===== src/rtl/riscv_trace_buffer.sv =====
// rtl/riscv_trace_buffer.sv - retirement trace capture buffer with FWFT drain port
// Optional feature macro: TRACE_TIMESTAMP_EN (per-entry cycle timestamp on rd_time)
module riscv_trace_buffer #(
  parameter int XLEN   = 32,
  parameter int DEPTH  = 16,
  parameter int DROP_W = 8,
  parameter int TS_W   = 16
) (
  input  logic                       clk,
  input  logic                       reset,
  input  logic                       cap_valid,
  input  logic [XLEN-1:0]            cap_pc,
  input  logic [XLEN-1:0]            cap_instr,
  input  logic [XLEN-1:0]            cap_result,
  input  logic                       cfg_wrap,
  input  logic                       clear,
  output logic                       rd_valid,
  input  logic                       rd_ready,
  output logic [XLEN-1:0]            rd_pc,
  output logic [XLEN-1:0]            rd_instr,
  output logic [XLEN-1:0]            rd_result,
  output logic [TS_W-1:0]            rd_time,
  output logic [$clog2(DEPTH):0]     count,
  output logic                       overflow,
  output logic [DROP_W-1:0]          dropped
);

  localparam int AW = $clog2(DEPTH);
  localparam logic [AW:0] FULL_CNT = (AW+1)'(DEPTH);

  logic [XLEN-1:0] mem_pc     [DEPTH];
  logic [XLEN-1:0] mem_instr  [DEPTH];
  logic [XLEN-1:0] mem_result [DEPTH];

  logic [AW-1:0] wr_ptr;
  logic [AW-1:0] rd_ptr;
  logic          full;
  logic          pop;
  logic          do_write;

  assign full     = (count == FULL_CNT);
  assign rd_valid = (count != '0);
  // A pop is only honoured when there is something to pop.
  assign pop      = rd_valid & rd_ready;
  // Full and no room being made: only write when allowed to overwrite the oldest.
  assign do_write = cap_valid & ~clear & (~full | pop | cfg_wrap);

  assign rd_pc     = mem_pc[rd_ptr];
  assign rd_instr  = mem_instr[rd_ptr];
  assign rd_result = mem_result[rd_ptr];

  // Entry storage: written at wr_ptr, never reset; gated off while reset is high.
  always_ff @(posedge clk) begin
    if (do_write && !reset) begin
      mem_pc[wr_ptr]     <= cap_pc;
      mem_instr[wr_ptr]  <= cap_instr;
      mem_result[wr_ptr] <= cap_result;
    end
  end

  // Pointer, occupancy and loss bookkeeping.
  always_ff @(posedge clk or posedge reset) begin
    if (reset) begin
      wr_ptr   <= '0;
      rd_ptr   <= '0;
      count    <= '0;
      overflow <= 1'b0;
      dropped  <= '0;
    end else if (clear) begin
      wr_ptr   <= '0;
      rd_ptr   <= '0;
      count    <= '0;
      overflow <= 1'b0;
      dropped  <= '0;
    end else if (cap_valid) begin
      if (!full) begin
        wr_ptr <= wr_ptr + 1'b1;
        if (pop) rd_ptr <= rd_ptr + 1'b1;
        else     count  <= count + 1'b1;
      end else if (pop || cfg_wrap) begin
        // Full: the new entry replaces the head, so both pointers move together.
        wr_ptr <= wr_ptr + 1'b1;
        rd_ptr <= rd_ptr + 1'b1;
        if (!pop) begin
          overflow <= 1'b1;
          if (dropped != '1) dropped <= dropped + 1'b1;
        end
      end else begin
        overflow <= 1'b1;
        if (dropped != '1) dropped <= dropped + 1'b1;
      end
    end else if (pop) begin
      rd_ptr <= rd_ptr + 1'b1;
      count  <= count - 1'b1;
    end
  end

`ifdef TRACE_TIMESTAMP_EN
  logic [TS_W-1:0] ts;
  logic [TS_W-1:0] mem_time [DEPTH];

  // Free-running cycle counter; clear deliberately leaves it alone.
  always_ff @(posedge clk or posedge reset) begin
    if (reset) ts <= '0;
    else       ts <= ts + 1'b1;
  end

  // Timestamp storage alongside each entry.
  always_ff @(posedge clk) begin
    if (do_write && !reset) mem_time[wr_ptr] <= ts;
  end

  assign rd_time = mem_time[rd_ptr];
`else
  assign rd_time = '0;
`endif

endmodule


===== config.mk =====
export PLATFORM = sky130hd
export DESIGN_NAME = riscv_trace_buffer
export DESIGN_NICKNAME = d
export VERILOG_FILES = /design/src/rtl/riscv_trace_buffer.sv
export SDC_FILE = /design/constraint.sdc
export NUM_CORES = 1
export LEC_CHECK = 0
export ABC_AREA = 0
export BUFFER_PORTS_ARGS = -buffer_cell sky130_fd_sc_hd__buf_4
export CORE_MARGIN = 1
export CORE_UTILIZATION = 40
export CTS_CLUSTER_DIAMETER = 120
export DETAILED_ROUTE_END_ITERATION = 10
export PLACE_DENSITY = 0.56
export REMOVE_ABC_BUFFERS = 1
export SLEW_MARGIN = 20
export SYNTH_ARGS = -nofsm -noshare
export SYNTH_HDL_FRONTEND = slang
export SYNTH_SLANG_ARGS = --single-unit

===== constraint.sdc =====
create_clock -name clk -period 7 [get_ports clk]
set_input_delay 0.35 -clock clk [delete_from_list [all_inputs] [get_ports clk]]
set_output_delay 0.35 -clock clk [all_outputs]
set_load 0.03 [all_outputs]

After elaboration in Yosys (flattened, before gate mapping)

Memory sizes are Yosys's and may differ from the RTL's.
Cells that the tools add are included.

Reduce and logical (&&, ||, !) cells: 10
Add/sub/neg operators: 5
Bitwise gates (word level): 7
Eq/ne operators: 7
Muxes and demuxes: 27

Operators by type and width:

| operator                                          | count |
|---|---|
| 2-to-1 mux 8 bit                                  | 6 |
| 2-to-1 mux 4 bit                                  | 9 |
| 2-to-1 mux 5 bit                                  | 5 |
| != test 3 bit (second input constant)             | 3 |
| adder 4 x 1 -> 4 bit (second input constant)      | 2 |
| adder 8 x 1 -> 8 bit (second input constant)      | 1 |
| != test 8 bit (second input constant)             | 1 |
| 2-to-1 mux 1 bit                                  | 7 |
| AND reduction 3 bit                               | 2 |
| adder 5 x 1 -> 5 bit (second input constant)      | 1 |
| equality test 5 bit (second input constant)       | 1 |
| nonzero test 5 bit                                | 1 |
| subtractor 5 x 1 -> 5 bit (second input constant) | 1 |
| != test 4 x 3 -> 1 bit (second input constant)    | 1 |
| nonzero test 2 bit                                | 2 |
| bitwise AND 1 bit                                 | 3 |
| != test 3 x 2 -> 1 bit (second input constant)    | 1 |
| nonzero test 3 bit                                | 1 |
| NOT 1 bit                                         | 2 |
| bitwise OR 1 bit                                  | 2 |
| AND reduction 2 bit                               | 1 |
| logical AND 1 bit                                 | 1 |
| logical NOT 1 bit                                 | 1 |
| logical OR 1 bit                                  | 1 |

Output and inout bits: 127
Memories: 3
Bits in writable memories: 1536
Input port bits: 102
Register bits: 22

Memory list:

| memory     | words | width | read ports | clocked after memory_dff | write ports | RTL line | text |
|---|---|---|---|---|---|---|---|
| mem_instr  | 16    | 32    | 1          | 0                        | 1           | 32       | `logic [XLEN-1:0] mem_instr [DEPTH];` |
| mem_pc     | 16    | 32    | 1          | 0                        | 1           | 31       | `logic [XLEN-1:0] mem_pc [DEPTH];` |
| mem_result | 16    | 32    | 1          | 0                        | 1           | 33       | `logic [XLEN-1:0] mem_result [DEPTH];` |

Longest topological paths before layout

Gate-level depths: netlist of run 1.

Depth in word-level cells: 8
Gate-level depth with buffers: 7

Least setup slack after synthesis of run 1

Ideal clock, no wire load.

Path type: reg2reg
Start: register count[0]
End: memory mem_instr[13][0], enable pin
Stages on the path, launching flop included: 6
Period minus slack after synthesis: 6285 ps
Setup slack: 715 ps
Path buffers: 1
Arrival: 5733 ps
Cell sequence: dfrtp_1 -> or4_4 -> buf_2 -> nor3_1 -> or4b_2 -> nor2_1

Cells in the longest elaborated chain, start to end: 8
Elaborated cells on any way between the ends: 10

Ends and longest elaborated chain:

| what                                                             | RTL line | text |
|---|---|---|
| start: declaration                                               | 23       | `output logic [$clog2(DEPTH):0] count,` |
| start signal: assignment                                         | 79       | `else count <= count + 1'b1;` |
| start signal: assignment                                         | 94       | `count <= count - 1'b1;` |
| nonzero test 5 bit / equality test 5 bit (equally long branches) | 42, 41   |  |
| bitwise AND 1 bit / NOT 1 bit (equally long branches)            | 44, 46   |  |
| bitwise OR 1 bit (*) (2 in series)                               | 46       | `assign do_write = cap_valid & ~clear & (~full \| pop \| cfg_wrap);` |
| bitwise AND 1 bit (*)                                            | 46       |  |
| logical AND 1 bit (*)                                            | 54       | `if (do_write && !reset) begin` |
| 2-to-1 mux 1 bit (*)                                             | 54       |  |
| 2-to-1 mux 1 bit (not written as such) (*)                       | 56       | `mem_instr[wr_ptr] <= cap_instr;` |
| end: declaration                                                 | 32       |  |

Mark *: on every way between the ends. The rest lies on a longest branch, timed or not.

Worst setup path after layout of run 1

Start: register rd_ptr[0]
End: output port rd_pc[15]

Cells in the longest elaborated chain, start to end: 1

Ends and longest elaborated chain:

| what                      | RTL line | text |
|---|---|---|
| start: declaration        | 36       | `logic [AW-1:0] rd_ptr;` |
| start signal: assignment  | 78       | `if (pop) rd_ptr <= rd_ptr + 1'b1;` |
| start signal: assignment  | 83       | `rd_ptr <= rd_ptr + 1'b1;` |
| start signal: assignment  | 93       | `rd_ptr <= rd_ptr + 1'b1;` |
| memory read (16 x 32 bit) | -        |  |
| end: declaration          | 19       | `output logic [XLEN-1:0] rd_pc,` |

Every way passes these cells.

==> results of run 1 <==
## layout make-up
cell class / instances / area [um2]
fillers: 11900 / 76800
flip-flops and latches: 1558 / 46700
multi-input cells: 636 / 11900
clock buffers: 193 / 4210
repair buffers: 354 / 3100
well taps: 1917 / 2400
clock inverters: 99 / 970
inverters: 9 / 33.8
diodes: 1 / 2.50
## metrics by stage
stage | instances | cell area (um2) | power, uW | util [%]
3_5_place_dp | 4373 | 63100 | 15700 | 43.2
2_1_floorplan | 2203 | 58500 | 14200 | -
3_3_place_gp | 4373 | 63100 | 15600 | 43.2
5_1_grt | 4766 | 69300 | 24700 | 47.4
4_1_cts | 4766 | 69300 | 24100 | 47.4
6_report | 4767 | 69300 | 23800 | 47.4
## worst paths after layout
path	startpoint	to	slack (ns)	depth (start not counted)
min	reset	wr_ptr[3]	0.34	3
max reg2reg	count[0]	mem_result[11][26]	3.01	6
max	rd_ptr[0]	rd_pc[15]	2.58	4
min in group clk	cap_pc[27]	mem_pc[6][27]	0.41	2
min reg2reg	overflow	overflow	0.54	2
max in group asynchronous	reset	rd_ptr[3]	5.99	3
## logic make-up after synthesis
group | after synthesis
adders and majority gates | 10
and+or+nand+nor | 78
buffers and inverters | 137
muxes | 486
DFF | 1558
AOI/OAI and AO/OA | 43
xor gates and xnor gates | 3
other | 1
## flip-flops by register name, indices dropped and copies added (netlist names)
name	cells
overflow	1
rd_ptr	4
count	5
mem_result	512
mem_instr	512
dropped	8
mem_pc	512
wr_ptr	4
## cells in the mapped netlist, drive strengths merged (3+ instances only)
cell type | count | share of area [%]
edfxtp | 1536 | 78
clkbuf | 64 | 0.41
nand3 | 11 | 0.093
o21ai | 9 | 0.076
mux2i | 4 | 0.068
o311ai | 3 | 0.045
buf | 64 | 0.59
or4 | 3 | 0.051
nor2 | 27 | 0.17
or3 | 4 | 0.042
nand2 | 14 | 0.089
nor3 | 4 | 0.034
nor2b | 3 | 0.032
a21oi | 12 | 0.10
mux4 | 480 | 18
ha | 9 | 0.19
dfrtp | 22 | 0.93
inv | 8 | 0.051
o41ai | 3 | 0.045
nand4 | 3 | 0.032
## power breakdown
| group | total [uW] | internal [uW] | switching (uW) |
|---|---|---|---|
| sequential | 10500 | 10300 | 175 |
| clock | 8390 | 4890 | 3500 |
| combinational | 4920 | 2470 | 2450 |
## routing by layer
metal	global-route usage (%)	share of wire, %	up-vias
li1	-	-	10900
met1	26.2	44	14500
met2	29.7	49	726
met3	3.41	5.2	180
met4	4.51	1.6	20
met5	0	0.086	-
## what timing repair did
| item | CTS | global route |
|---|---|---|
| buffers inserted | 0 | 0 |
| endpoints found under the setup margin | 0 | 0 |
| hold buffers | 101 | 0 |
| hold endpoints to repair | 1575 | 0 |
| gates resized for setup | 0 | 0 |
## worst max-delay path, stage by stage, from the launching register on
cell and delay [ns]:
dfrtp_4 0.98, buf_12 0.71, mux4_2 0.61, mux4_2 0.53
buf_4 0.20
==> results.toml, run 1 <==
[route]
drtPass1Iterations = 5
via_per_inst = 5.53
drtAntennaViolNets = 0
drt_iter0_drc = 2364
routedWlPerCell_um = 28.4
drt-total-wl_um = 135000
drcViolationCount = 0
num_vias = 26300

[power]
p_per_area_nw_per_um2 = 343
power.leakage_uw = 0.0213
vdd_ir_drop_max_v = 0.000258

[logic_synthesis]
avgSynthCellArea_um2 = 25.5
seq_area_frac_synth_pct = 79.1
syn_area_um2 = 59000
synthAdderAreaFrac_pct = 0.225
ys_seq_elements = 1558
synth_xor_area_share_pct = 0.0445
synth_compound_area_share_pct = 0.496
synthSimpleGateAreaFrac_pct = 0.661
async_reset_ff_share_pct = 1.41
ys_types = 49
yosys_warnings = 0
synth_edf_count = 1536
synthesis.instances = 2316
muxShareOfSynthArea_pct = 18.4
synth_top_family_by_area = "multiplexers"
synthFlopType = "edfxtp_1"

[sta]
fin_ws_ns = 2.58
drv_slew = 0
timing.final.crit_share_pct = 63.1
holdWs_ns = 0.343
finalSetupViolCount = 0
hold_viol = 0
fmax_mhz = 226
period_needed_ns = 4.42
finClkSkew_ns = 0.0317
slew_headroom_pct = 25.4
tightest_slew_ns = 1.12
rsz0062_at_grt = "false"
tns_ns = 0

[global_routing]
grt_pass1_wl_um = 197000
track_usage_pct = 18.5
overflow = 0
antenna_found_initial = 13
grt_max_degree = 122
grt_pass1_vias = 28400

[critical_path]
crit_type = "reg -> out"
start_kind = "flop"
cp-end-kind = "output pin"
required_ns = 6.65
crit_fanout = 113
crit_arrival_ns = 4.07

[final_layout]
layout.nets = 2834
drive_above_1_share_pct = 34.4
layout_commonest_cell = "edfxtp_1"
syn2layout_area_growth_pct = 17.4
final_cell_mix = "edfxtp_1 (1536), mux4_2 (480), buf_4 (238)"

[placement]
gp_congestion = 0.749
port_buffers = 212
hpwl_um = 64400
dp_slack_ns = 2.90

[clock_network]
cts.sinks = 1558
cts_max_path_buffers = 3
cts_tree = "done"
worstSkewPairLatency_ns = 0.79
clk_pin_slew_worst_paths_ns = 0.06
root_buffer = "clkbuf_16"
cts_buffers = 163
htree_levels = 4

[outcome]
status = "finished, final reports clean"

[floorplan]
core_area_um2 = 146000
rows = 140
dieArea_um2 = 149000
start_util_pct = 40.4
num_io_pins = 229
die_h_um = 386
die_w_um = 386

[run]
maxCapViolCount = 0

[min_path]
min_path_type = "in -> async"
(Power assumes the default switching activity.)
==> run 2, diff against run 1 <==
--- a/config.mk
+++ b/config.mk
@@ -11,7 +11,7 @@
 export CORE_UTILIZATION = 40
 export CTS_CLUSTER_DIAMETER = 120
 export DETAILED_ROUTE_END_ITERATION = 10
-export PLACE_DENSITY = 0.56
+export PLACE_DENSITY = 0.58
 export REMOVE_ABC_BUFFERS = 1
 export SLEW_MARGIN = 20
 export SYNTH_ARGS = -nofsm -noshare
==> constraint.sdc (replaced) <==
create_clock -name clk -period 3.8 [get_ports clk]
set_input_delay 0.19 -clock clk [delete_from_list [all_inputs] [get_ports clk]]
set_output_delay 0.19 -clock clk [all_outputs]
set_load 0.03 [all_outputs]
==> results.toml, run 2 (synthesis gave the netlist of run 1 again) <==
[outcome]
status = "finished, final reports clean"

[floorplan]
die_w_um = 386
die_h_um = 386
rows = 140
start_util_pct = 40.4
core_area_um2 = 146000
dieArea_um2 = 149000
num_io_pins = 229

[clock_network]
post-cts-setup-buffer-count = 0
cts_tree = "done"
cts.sinks = 1558
cts_buffers = 161
htree_levels = 4
root_buffer = "clkbuf_16"
clk_pin_slew_worst_paths_ns = 0.06
cts_max_path_buffers = 3
worstSkewPairLatency_ns = 0.79

[critical_path]
crit_type = "reg -> out"
crit_arrival_ns = 3.45
start_kind = "flop"
required_ns = 3.61
crit_fanout = 56
r2r_cells = 5
r2r_setup_slack_ns = 0.68
cp-end-kind = "output pin"

[sta]
hold_viol = 0
fin_ws_ns = 0.159
drv_slew = 0
finClkSkew_ns = 0.0222
tightest_slew_ns = 1.05
slew_headroom_pct = 30.0
finalSetupViolCount = 0
tns_ns = 0
period_needed_ns = 3.64
fmax_mhz = 275
rsz0062_at_grt = "false"
timing.final.crit_share_pct = 95.8

[final_layout]
post-route-cell-area_um2 = 69800
layout.nets = 2861
finalNonFillerCells = 4803
final_cell_mix = "edfxtp_1 (1536), mux4_2 (480), buf_4 (235)"
drive_above_1_share_pct = 35.3
reg.largest.list = "mem_instr: 512 flops, mem_pc: 512 flops, mem_result: 512 flops"
syn2layout_area_growth_pct = 18.3
layout_commonest_cell = "edfxtp_1"

[global_routing]
track_usage_pct = 18.4
grt_max_degree = 97
overflow = 0
grt_pass1_wl_um = 197000
grt_pass1_vias = 28600
antenna_found_initial = 15

[route]
num_vias = 26500
drtAntennaViolNets = 0
drcViolationCount = 0
drt_iter0_drc = 2096
drtPass1Iterations = 7
routedWlPerCell_um = 28.1
via_per_inst = 5.53
drt-total-wl_um = 135000

[placement]
place_inst = 4400
gp_congestion = 0.749
place_area_um2 = 63700
hpwl_um = 67200
dp_slack_ns = 0.514
port_buffers = 212

[power]
vdd_ir_drop_max_v = 0.000454
power.leakage_uw = 0.0215
p_per_area_nw_per_um2 = 627
power_uw = 43700

[min_path]
min_path_type = "in -> async"

[run]
maxCapViolCount = 0
-- run 2: final cells by class --
| type | count | area (um2) |
|---|---|---|
| Fill cell | 11700 | 76300 |
| Sequential cell | 1558 | 46700 |
| Multi-Input combinational cell | 636 | 11900 |
| Clock buffer | 196 | 4160 |
| Timing Repair Buffer | 383 | 3720 |
| Tap cell | 1917 | 2400 |
| Clock inverter | 101 | 891 |
| Inverter | 9 | 33.8 |
| Antenna cell | 3 | 7.51 |
-- run 2: repair_timing --
item,4_1_cts,5_1_grt
resized for setup,0,1
hold buffers,102,0
endpoints found under the hold margin,1580,0
setup endpoints to repair,0,2
-- run 2: stage by stage --
stage / hold WS [ns] / utilization, %
6_report: 0.110 / 47.8
2_1_floorplan: 0.196 / -
3_5_place_dp: 0.333 / 43.6
4_1_cts: 0.0382 / 47.7
3_3_place_gp: 0.322 / 43.6
5_1_grt: 0.110 / 47.8
-- run 2: path summary, 6_finish.rpt --
path                                     start                end
worst min register to register        overflow           overflow
min in group clk                cap_result[31]  mem_result[0][31]
max in group asynchronous                reset          rd_ptr[0]
worst min-delay path                     reset          wr_ptr[3]
worst max register to register        count[0]  mem_result[7][25]
worst max-delay path                 rd_ptr[0]      rd_result[12]
-- run 2: report_power, final --
group	leakage, uW	switching (uW)	total, uW	internal (uW)
clock	0.00248	6560	15000	8480
combinational	0.00487	4760	9510	4750
sequential	0.0141	184	19200	19000
total	0.0215	11500	43700	32200
-- run 2: critical path, cell delays in order, from the launching register on --
cell,delay [ns]
dfrtp_4,0.62
buf_12,0.26
buf_16,0.35
mux4_2,0.57
mux4_2,0.53
buf_4,0.20
-- run 2: routing by layer --
metal | vias up | wire, um | GRT usage [%]
met5 | - | 121 | 0
met3 | 191 | 8240 | 3.87
met2 | 813 | 65900 | 29.5
met1 | 14500 | 58700 | 26.1
li1 | 11000 | - | -
met4 | 20 | 2020 | 4.25
==> run 3, diff against run 2 <==
--- a/config.mk
+++ b/config.mk
@@ -5,7 +5,7 @@
 export SDC_FILE = /design/constraint.sdc
 export NUM_CORES = 1
 export LEC_CHECK = 0
-export ABC_AREA = 0
+export ABC_AREA = 1
 export BUFFER_PORTS_ARGS = -buffer_cell sky130_fd_sc_hd__buf_4
 export CORE_MARGIN = 1
 export CORE_UTILIZATION = 40
@@ -13,7 +13,7 @@
 export DETAILED_ROUTE_END_ITERATION = 10
 export PLACE_DENSITY = 0.58
 export REMOVE_ABC_BUFFERS = 1
-export SLEW_MARGIN = 20
+export SLEW_MARGIN = 40
 export SYNTH_ARGS = -nofsm -noshare
 export SYNTH_HDL_FRONTEND = slang
 export SYNTH_SLANG_ARGS = --single-unit
==> results.toml, run 3 <==
[clock_network]
root_buffer = "clkbuf_16"
clk_pin_slew_worst_paths_ns = 0.06
cts_max_path_buffers = 3
htree_levels = 4
cts_tree = "done"
cts.sinks = 1558
cts_buffers = 161
worstSkewPairLatency_ns = 0.79

[route]
via_per_inst = 5.36
drt-total-wl_um = 166000
routedWlPerCell_um = 22.9
drtPass1Iterations = 5
drcViolationCount = 0
drt_iter0_drc = 3655
drtAntennaViolNets = 0
num_vias = 38700

[sta]
slew_headroom_pct = 40.8
finClkSkew_ns = 0.0279
period_needed_ns = 3.54
rsz0062_at_grt = "false"
finalSetupViolCount = 0
fmax_mhz = 283
tightest_slew_ns = 0.888
holdWs_ns = 0.179
timing.final.crit_share_pct = 93.1
drv_slew = 0
hold_viol = 0

[floorplan]
die_h_um = 394
num_io_pins = 229
die_w_um = 394
rows = 143
start_util_pct = 40.4
core_area_um2 = 152000
dieArea_um2 = 155000

[power]
vdd_ir_drop_max_v = 0.000660
p_per_area_nw_per_um2 = 594
power.leakage_uw = 0.0244
power_uw = 42700

[final_layout]
fillers = 13300
syn2layout_area_growth_pct = 17.0
final_cell_mix = "edfxtp_1 (1536), nand2_1 (1195), nor2_1 (406)"
reg.largest.list = "mem_instr: 512 flops, mem_pc: 512 flops, mem_result: 512 flops"
fin_util_pct = 47.3
drive_above_1_share_pct = 10.8
layout.nets = 5181
layout_commonest_cell = "edfxtp_1"

[logic_synthesis]
synthAdderAreaFrac_pct = 0.216
synthTopCellsByCount = "edfxtp_1 (1536), nand2_1 (1195), nor2_1 (422)"
yosysTopAreaCellShare_pct = 75.0
synth.most_common_cell = "edfxtp_1"
synth_compound_area_share_pct = 7.16
yosysTopAreaCell = "edfxtp_1"
synthFlopType = "edfxtp_1"
synthTopCellsByArea = "edfxtp_1 (75%), nand2_1 (7.3%), o211ai_1 (3.0%), o21ai_0 (2.9%), nor2_1 (2.6%)"
ys_types = 28
seq_area_frac_synth_pct = 75.9
synth_xor_area_share_pct = 0.0712
ys_seq_elements = 1558
synthesis.instances = 4773
yosys_warnings = 0
avgSynthCellArea_um2 = 12.9
synth_top_family_by_area = "simple AND/OR/NAND/NOR gates"
syn_area_um2 = 61500
async_reset_ff_share_pct = 1.41
synthSimpleGateAreaFrac_pct = 13.5
muxShareOfSynthArea_pct = 0
synth_edf_count = 1536

[placement]
gp_congestion = 0.760
hpwl_um = 80600
port_buffers = 212

[critical_path]
cp-end-kind = "output pin"
crit_arrival_ns = 3.35
crit_fanout = 180
required_ns = 3.61
start_kind = "flop"
crit_type = "reg -> out"

[min_path]
min_path_type = "in -> async"

[global_routing]
grt_pass1_vias = 37200
overflow = 0
grt_pass1_wl_um = 243000
antenna_found_initial = 15
track_usage_pct = 21.0
grt_max_degree = 181

[run]
maxCapViolCount = 0

[outcome]
status = "finished, final reports clean"
[run 3: changes by cell type in the layout (fill, tap and decap cells not counted), moves of 24 or more]
cell      delta
inv_1      +108
buf_4       +33
o21ai_0    +343
mux4_2     -480
o211ai_1   +249
clkinv_2    -24
nand2_1   +1181
nor2_1     +395
a31oi_1     +94
nand3_1    +295
o21ai_1     +28
nand4_1     +95
[run 3: path summary, 6_finish.rpt]
kind | start | cells after the start | to | slack, ns
setup / recovery | rd_ptr[0] | 6 | rd_result[18] | 0.26
setup reg to reg | count[0] | 10 | mem_result[7][13] | 0.96
min in group clk | cap_result[4] | 2 | mem_result[14][4] | 0.25
hold / removal | reset | 4 | rd_ptr[0] | 0.18
max in group asynchronous | reset | 4 | rd_ptr[3] | 3.34
hold reg to reg | count[3] | 2 | count[3] | 0.54
[run 3: logic make-up (layout without fill, tap and decap cells)]
| kind of cell | after synthesis | in the layout |
|---|---|---|
| AND/OR/NAND/NOR | 2030 | 2030 |
| flip-flops | 1558 | 1558 |
| AO/OA/AOI/OAI | 731 | 731 |
| buffers and inverters | 438 | 837 |
| adder cells (fa/ha/maj) | 10 | 10 |
| XOR/XNOR | 5 | 5 |
| other | 1 | 22 |
[run 3: cell type report]
cell class / count / area [um2] / area share (%)
Timing Repair Buffer: 433 / 4270 / 5.93
Inverter: 122 / 517 / 0.718
Sequential cell: 1558 / 46700 / 64.9
Tap cell: 2030 / 2540 / 3.53
Multi-Input combinational cell: 2792 / 13000 / 18.1
Antenna cell: 6 / 15.0 / 0.0209
Clock buffer: 206 / 4260 / 5.92
Clock inverter: 75 / 619 / 0.861
Timing Repair inverter: 1 / 11.3 / 0.0157
[run 3: critical path, cell delays in order (launching register included)]
cell and delay, ns:
dfrtp_4 0.81, buf_12 0.53, o21ai_0 0.21, o211ai_1 0.23
nand4_1 0.20, nand2_1 0.15, buf_4 0.17
[run 3: per-layer routing]
| layer | up-vias | wire, um | GRT usage (%) |
|---|---|---|---|
| met2 | 1186 | 80000 | 34.2 |
| met3 | 261 | 9510 | 3.41 |
| met1 | 19400 | 71400 | 28.6 |
| li1 | 17800 | - | - |
| met5 | - | 71 | 0 |
| met4 | 12 | 4580 | 7.00 |
[run 3: power by group]
part | internal, uW | switching (uW)
logic | 2630 | 6130
clock network | 8390 | 6460
registers | 19000 | 128
[run 3: what timing repair did]
action | in CTS | in global routing
hold buffers | 103 | 0
setup buffers | 0 | 1
endpoints found under the setup margin | 0 | 5
gates resized for setup | 0 | 1
hold endpoints to repair | 1573 | 0
[run 3: stage by stage]
| step | instance area, um2 | cells | setup TNS [ns] | setup slack, ns |
|---|---|---|---|---|
| floorplan | 60000 | 4472 | -5692.11 | -22.32 |
| global placement | 66000 | 6830 | 0 | 0.936 |
| detailed placement | 66000 | 6830 | 0 | 0.942 |
| CTS | 71900 | 7214 | 0 | 0.134 |
| global route | 71900 | 7222 | 0 | 0.0731 |
| finish | 72000 | 7223 | 0 | 0.263 |
